**src/rtl/uart_rx_cfg.sv**
```systemverilog
`default_nettype none
// ============================================================================
// uart_rx_cfg : configurable UART receiver (data width, parity, stop bits, baud)
// Rev 1.0
// ============================================================================
module uart_rx_cfg #(
    parameter int CLKS_PER_BIT = 13020,
    parameter int DATA_BITS    = 8,
    parameter int PARITY       = 0,
    parameter int STOP_BITS    = 1,
    parameter int SYNC_STAGES  = 2
) (
    input  logic                 i_clk,
    input  logic                 i_rst,
    input  logic                 i_rx,
    output logic [DATA_BITS-1:0] o_data,
    output logic                 o_data_valid,
    output logic                 o_parity_err,
    output logic                 o_frame_err,
    output logic                 o_break,
    output logic                 o_busy
);

    localparam int P  = (PARITY != 0) ? 1 : 0;
    localparam int N  = 1 + DATA_BITS + P + STOP_BITS;
    localparam int CW = $clog2(CLKS_PER_BIT);
    localparam int IW = $clog2(N);

    localparam logic [CW-1:0] HALF_LAST = CW'(CLKS_PER_BIT / 2 - 1);
    localparam logic [CW-1:0] BIT_LAST  = CW'(CLKS_PER_BIT - 1);
    localparam logic [IW-1:0] DATA_LAST = IW'(DATA_BITS - 1);
    localparam logic [IW-1:0] STOP_LAST = IW'(STOP_BITS - 1);

    typedef enum logic [2:0] {
        S_IDLE   = 3'd0,
        S_START  = 3'd1,
        S_DATA   = 3'd2,
        S_PARITY = 3'd3,
        S_STOP   = 3'd4
    } state_t;

    state_t                 state, state_next;
    logic [SYNC_STAGES-1:0] sync_ff;
    logic                   rx_s, rx_d;
    logic [CW-1:0]          cnt;
    logic [IW-1:0]          idx;
    logic [DATA_BITS-1:0]   shreg;
    logic                   par_acc, par_bit, stop_err;
    logic                   cnt_clr, idx_clr, idx_inc, shift_en, par_en, stop_en, done;
    logic                   bit_tick, par_err, frame_err;

    assign rx_s     = sync_ff[SYNC_STAGES-1];
    assign bit_tick = (cnt == BIT_LAST);
    assign o_busy   = (state != S_IDLE);

    always_ff @(posedge i_clk) begin
        if (i_rst) begin
            sync_ff <= '1;
            rx_d    <= 1'b1;
        end else begin
            sync_ff <= {sync_ff[SYNC_STAGES-2:0], i_rx};
            rx_d    <= rx_s;
        end
    end

    always_ff @(posedge i_clk) begin
        if (i_rst) state <= S_IDLE;
        else       state <= state_next;
    end

    always_comb begin
        state_next = state;
        cnt_clr    = 1'b0;
        idx_clr    = 1'b0;
        idx_inc    = 1'b0;
        shift_en   = 1'b0;
        par_en     = 1'b0;
        stop_en    = 1'b0;
        done       = 1'b0;
        case (state)
            // Only a high-to-low transition starts a frame; a stuck-low line never does.
            S_IDLE: if (rx_d && !rx_s) begin
                state_next = S_START;
                cnt_clr    = 1'b1;
            end
            S_START: if (cnt == HALF_LAST) begin
                cnt_clr    = 1'b1;
                idx_clr    = 1'b1;
                state_next = rx_s ? S_IDLE : S_DATA;
            end
            S_DATA: if (bit_tick) begin
                cnt_clr  = 1'b1;
                shift_en = 1'b1;
                if (idx == DATA_LAST) begin
                    idx_clr    = 1'b1;
                    state_next = (P != 0) ? S_PARITY : S_STOP;
                end else begin
                    idx_inc = 1'b1;
                end
            end
            S_PARITY: if (bit_tick) begin
                cnt_clr    = 1'b1;
                par_en     = 1'b1;
                state_next = S_STOP;
            end
            // Leaving at the last stop sample re-arms IDLE mid-stop-bit for back-to-back frames.
            S_STOP: if (bit_tick) begin
                cnt_clr = 1'b1;
                stop_en = 1'b1;
                if (idx == STOP_LAST) begin
                    idx_clr    = 1'b1;
                    done       = 1'b1;
                    state_next = S_IDLE;
                end else begin
                    idx_inc = 1'b1;
                end
            end
            default: state_next = S_IDLE;
        endcase
    end

    always_comb begin
        par_err = 1'b0;
        if (PARITY == 1)      par_err = ~par_acc;
        else if (PARITY == 2) par_err = par_acc;
    end

    assign frame_err = stop_err | ~rx_s;

    always_ff @(posedge i_clk) begin
        if (i_rst) begin
            cnt          <= '0;
            idx          <= '0;
            shreg        <= '0;
            par_acc      <= 1'b0;
            par_bit      <= 1'b0;
            stop_err     <= 1'b0;
            o_data       <= '0;
            o_data_valid <= 1'b0;
            o_parity_err <= 1'b0;
            o_frame_err  <= 1'b0;
            o_break      <= 1'b0;
        end else begin
            o_data_valid <= 1'b0;
            o_parity_err <= 1'b0;
            o_frame_err  <= 1'b0;
            o_break      <= 1'b0;

            if (cnt_clr || state == S_IDLE) cnt <= '0;
            else                            cnt <= cnt + CW'(1);

            if (idx_clr)      idx <= '0;
            else if (idx_inc) idx <= idx + IW'(1);

            if (state == S_IDLE) begin
                par_acc  <= 1'b0;
                par_bit  <= 1'b0;
                stop_err <= 1'b0;
            end
            if (shift_en) begin
                shreg   <= {rx_s, shreg[DATA_BITS-1:1]};
                par_acc <= par_acc ^ rx_s;
            end
            if (par_en) begin
                par_bit <= rx_s;
                par_acc <= par_acc ^ rx_s;
            end
            if (stop_en) stop_err <= frame_err;

            if (done) begin
                o_data       <= shreg;
                o_data_valid <= 1'b1;
                o_parity_err <= par_err;
                o_frame_err  <= frame_err;
                o_break      <= frame_err & ~(|shreg) & ~par_bit;
            end
        end
    end

endmodule
`default_nettype wire

```
**config.mk**
```make
export PLATFORM = sky130hd
export DESIGN_NAME = uart_rx_cfg
export DESIGN_NICKNAME = d
export VERILOG_FILES = /design/src/rtl/uart_rx_cfg.sv
export SDC_FILE = /design/constraint.sdc
export NUM_CORES = 1
export LEC_CHECK = 0
export BUFFER_PORTS_ARGS = -buffer_cell sky130_fd_sc_hd__buf_2
export CAP_MARGIN = 20
export CORE_MARGIN = 5
export CORE_UTILIZATION = 53
export CTS_CLUSTER_SIZE = 16
export DETAILED_ROUTE_END_ITERATION = 8
export GPL_TIMING_DRIVEN = 0
export PLACE_DENSITY_LB_ADDON = 0.05
export SLEW_MARGIN = 20
export SYNTH_ARGS = -nofsm -noshare
export SYNTH_HDL_FRONTEND = slang
export SYNTH_SLANG_ARGS = --single-unit
```
**constraint.sdc**
```tcl
create_clock -name i_clk -period 2.3 [get_ports i_clk]
set_input_delay 0.46 -clock i_clk [delete_from_list [all_inputs] [get_ports i_clk]]
set_output_delay 0.46 -clock i_clk [all_outputs]
set_load 0.05 [all_outputs]
```
; Word-level counts from Yosys, hierarchy flattened
; Index checks and enable logic that the tools add are counted.
[classes]
n_eq_ne = 14
muxes = 31
n_addsub = 2
n_bitwise = 7
reduce_logical = 14
[op_table]
columns = cell, n
row1 = 3-bit 2-to-1 mux, 7
row2 = 1-bit 2-to-1 mux, 19
row3 = 3-bit case mux with 5 select lines, 1
row4 = "14-bit by 1-bit adder with 14-bit output, second input constant", 1
row5 = "14-bit by 13-bit == test with 1-bit output, second input constant", 1
row6 = "14-bit == test, second input constant", 1
row7 = "2-bit != test, second input constant", 7
row8 = 8-bit OR reduction, 1
row9 = 7-bit AND reduction, 1
row10 = "3-bit by 2-bit == test with 1-bit output, second input constant", 2
row11 = 1-bit case mux with 3 select lines, 2
row12 = 2-bit OR reduction, 3
row13 = "4-bit by 1-bit adder with 4-bit output, second input constant", 1
row14 = "4-bit by 3-bit == test with 1-bit output, second input constant", 1
row15 = 4-bit zero test, 1
row16 = 1-bit inverter, 4
row17 = 2-bit nonzero test, 2
row18 = "3-bit by 1-bit == test with 1-bit output, second input constant", 1
row19 = "3-bit == test, second input constant", 1
row20 = 3-bit zero test, 1
row21 = 3-bit nonzero test, 1
row22 = 3-bit OR reduction, 1
row23 = 1-bit AND, 2
row24 = 2-bit 2-to-1 mux, 1
row25 = 5 further kinds, 5
[word_totals]
register_bits = 45
inputBits = 3
output_inout_bits = 13
elab_cells = 80

; Logic depth before layout (Yosys ltp)
[depth]
word_depth = 6
mapped_depth = 7
depth_no_buf = 6

; Least setup slack after synthesis
; No wires, ideal clock.
[synth_timing]
path_kind = reg2reg
start = register cnt[0]
end = register idx[3]
arrival_ns = 2.055
t_required_ns = 2.214
path_buffers = 1
stages_incl_launch_ff = 7
slack_ns = 0.160
cell_sequence = dfxtp_1 ha_1 nand2_1 or4_1 clkbuf_2 or4_1 a211oi_1
[synth_via]
elab_chain_cells = 4
[synth_rtl]
columns = element, line_no
row1 = from (decl), 45  ; logic [CW-1:0] cnt;
row2 = from (signal assigned), 150  ; else cnt <= cnt + CW'(1);
row3 = 14-bit == test or 14-bit by 13-bit == test with 1-bit output (tied branches), "53, 86"
row4 = 1-bit 2-to-1 mux (on tied branches), "107, 86, 91"
row5 = 1-bit case mux with 3 select lines, 80  ; case (state)
row6 = 2-bit OR reduction (no line), n/a
row7 = to (signal assigned), 153  ; else if (idx_inc) idx <= idx + IW'(1);
row8 = to (decl), 46  ; logic [IW-1:0] idx;
; Parallel ways exist; a longest one is shown, timed or not.
; A chain may end at the register's enable or synchronous reset.

; Final worst setup path
; Ends and elaborated chain as after synthesis.

==> reports/qor.yml <==
outcome:
  status: "finished clean"
route:
  drtPass1Iterations: 5
  num_vias: 1785
  met3_length_um: 208
  drt-vias-per-instance: 5.72
  highest_layer: "met4"
  route.detailed.drc: 0
  totalWireLength_um: 4430
  ant_nets: 0
  drt-met1-wl_um: 2340
  wl_per_cell_um: 14.2
  dr_wl_met2_um: 1830
  dr.first_iter.drc_count: 162
flow_run:
  maxCapViolCount: 0
critical_path:
  critPathArrivalTime_ns: 2.43
  crit_path_end_kind: "flip-flop"
  crit_path_start_kind: "flip-flop"
  crit_chain: "ha_2 -> nand2_4 -> or4_1 -> clkbuf_4 -> or4_1 -> a211oi_2"
  critPathKind: "flip-flop to flip-flop"
  path_common_cell: "or4_1"
  worstPathMaxFanout: 8
  crit_buf_inv: 1
  slowest_delay_ns: 0.53
  slowest_stage: "or4_1"
  r2r_slack_ns: 0.09
  required_ns: 2.52
  path_delay_family: "simple AND/OR/NAND/NOR gates"
cts:
  clk_latency_ns: 0.29
  numCtsBuffers: 5
  htreeDepth: 2
  cts_tree: "done"
  clkSlewWorstSetupHoldPaths_ns: 0.08
  clock_path_buffers: 2
  root_buffer: "clkbuf_8"
  clock-sinks: 45
  holdBufCountCts: 0
floorplan:
  die_y_um: 72.5
  ios: 16
  die-area_sq_um: 5250
  die-width_um: 72.5
  initial_core_util_pct: 55.6
  num_rows: 22
  core_area_sq_um: 3720
sta:
  drv_slew: 0
  setup_tns_ns: 0
  relSlewSlack_pct: 61.0
  fin_crit_ns: 2.21
  setup_viol: 0
  period_share_pct: 96.2
  worst_pin_slew_ns: 0.576
  skew_ns: 0.00309
  hold_viol_final: 0
  max_freq_mhz: 452
yosys:
  ys.flop_type: "dfxtp_1"
  syn-num-nets: 250
  synth_enable_flop_cells: 0
  yosys_register_bits: 45
  synth_top_area_share_pct: 43.6
  async_flop_share_pct: 0
  netlist_area_sq_um: 2070
  synth_most_common_cell: "dfxtp_1"
  yosysWarnings: 0
  synth.avg_cell_area_sq_um: 8.51
  yosys-top-cells-count: "45 x dfxtp_1, 25 x nand3_1, 22 x nor2_1"
  synth_top_area_cell: "dfxtp_1"
  synth.area.top_cells: "dfxtp_1 44%, nand3_1 6.1%, o21ai_0 4.6%"
  synth_cell_types: 49
  postSynthCellCount: 243
  seq_area_frac_synth_pct: 43.6
pwr:
  p_switching_mw: 0.292
  combPwrFrac_pct: 3.2
  intPower_mw: 1.23
  finalPower_mw: 1.52
  p_leak_nw: 0.792
  ir_drop_v: 0.000447
  p_seq_share_pct: 51.5
  swShare_pct: 19.2
  clkPwrFrac_pct: 45.3
  power_density_nw_per_um2: 642
finish:
  diodes: 0
  syn_to_final_growth_pct: 14.6
  num-nets-final: 270
  final_area_sq_um: 2370
  drive_gt1_share_pct: 17.0
place:
  dp_hpwl_um: 3060
  place_congestion: 0.819
  place_area_sq_um: 2190
  port_buffers: 13
grt:
  grt_overflow: 0
  grt_max_degree: 15
  grt_pass1_vias: 1648
  antenna_found_initial: 0
  grt_pass1_wl_um: 7740
  grt.total_usage_pct: 18.4
min_path:
  hold_path_class: "input pin to flip-flop"
[worst reg2reg max path: stages, from the launching register on]
cell	delay [ns]
dfxtp_4	0.37
ha_2	0.23
nand2_4	0.09
or4_1	0.52
clkbuf_4	0.19
or4_1	0.53
a211oi_2	0.22
[path summary, 6_finish.rpt]
path	cells past startpoint	endpoint	start
hold reg to reg	1	sync_ff[1]$_SDFF_PP1_	sync_ff[0]$_SDFF_PP1_
hold / removal	2	sync_ff[0]$_SDFF_PP1_	i_rx
setup reg to reg	6	idx[3]$_SDFFE_PP0P_	cnt[0]$_SDFF_PP0_
setup / recovery	6	idx[3]$_SDFFE_PP0P_	cnt[0]$_SDFF_PP0_
[final cells by class]
class / count / area [sq um]
multi-input cells: 176 / 1100
fillers: 334 / 1350
clock inverters: 3 / 65.1
well taps: 48 / 60.1
inverters: 8 / 30.0
plain buffers: 14 / 68.8
flip-flops and latches: 45 / 907
clock buffers: 5 / 68.8
repair buffers: 13 / 65.1
[routing by layer]
layer / vias up / GRT usage [%]
met3: 7 / 4.43
met1: 829 / 27.7
met4: 0 / 4.51
met5: - / 0
li1: 917 / -
met2: 32 / 26.5
[logic make-up (layout without fill, tap and decap cells)]
family                     after synthesis  after routing  synth area share [%]
and+or+nand+nor                        103            103                  27.4
AOI/OAI and AO/OA                       55             55                  16.0
DFF                                     45             45                  43.6
buffers and inverters                   22             43                  4.66
xor gates and xnor gates                11             11                  4.66
adders and majority gates                4              4                  2.42
muxes                                    2              2                  1.03
other                                    1              1                 0.181
[per-stage QoR]
step,setup WS (ns),cells,hold slack [ns],utilization (%)
after global placement,-0.243,304,0.391,59.0
final,0.0883,312,0.345,63.8
after CTS,0.0348,312,0.340,63.1
after detailed placement,-0.141,304,0.406,59.0
after global routing,-0.00460,312,0.343,63.8
after floorplan,0.160,243,0.389,-
[power groups by stage]
stage / combinational (mW) / sequential (mW) / clock [mW]
after global placement: 0.0472 / 0.803 / 0
after global routing: 0.0538 / 0.785 / 0.749
after floorplan: 0.0377 / 0.803 / 0
after detailed placement: 0.0474 / 0.803 / 0
after CTS: 0.0483 / 0.785 / 0.710
final: 0.0485 / 0.784 / 0.689
[timing repair]
item / in CTS / in global routing
gates resized for setup: 5 / 9
pin swaps: 0 / 0
setup endpoints to repair: 15 / 23
setup buffers: 0 / 0
[state kept, by name, summed over array words and instances, names as in the netlist]
register	flops
par_bit	1
state	3
cnt	14
rx_d	1
o_frame_err	1
stop_err	1
sync_ff	2
o_data_valid	1
o_break	1
idx	4
o_data	8
shreg	8
[cells in the final DEF (no fill, tap or decap), drive strengths merged, types with 2 or more instances in the layout]
cell	netlist	routed
nor3	5	5
inv	8	8
xor2	3	3
o221ai	2	2
or4	4	4
o21ai	19	19
buf	4	17
o31ai	2	2
or2	4	4
nor2b	2	2
ha	4	4
a22oi	2	2
nor4	6	6
or3b	5	5
a211oi	4	4
nand4	3	3
or3	3	3
nand2	11	11
bufinv	0	2
nor3b	4	4
nor4b	2	2
a21oi	18	18
dfxtp	45	45
clkbuf	10	15
nand3	25	25
nor2	22	22
xnor2	8	8
No activity file was read; power rests on OpenSTA's default activity.
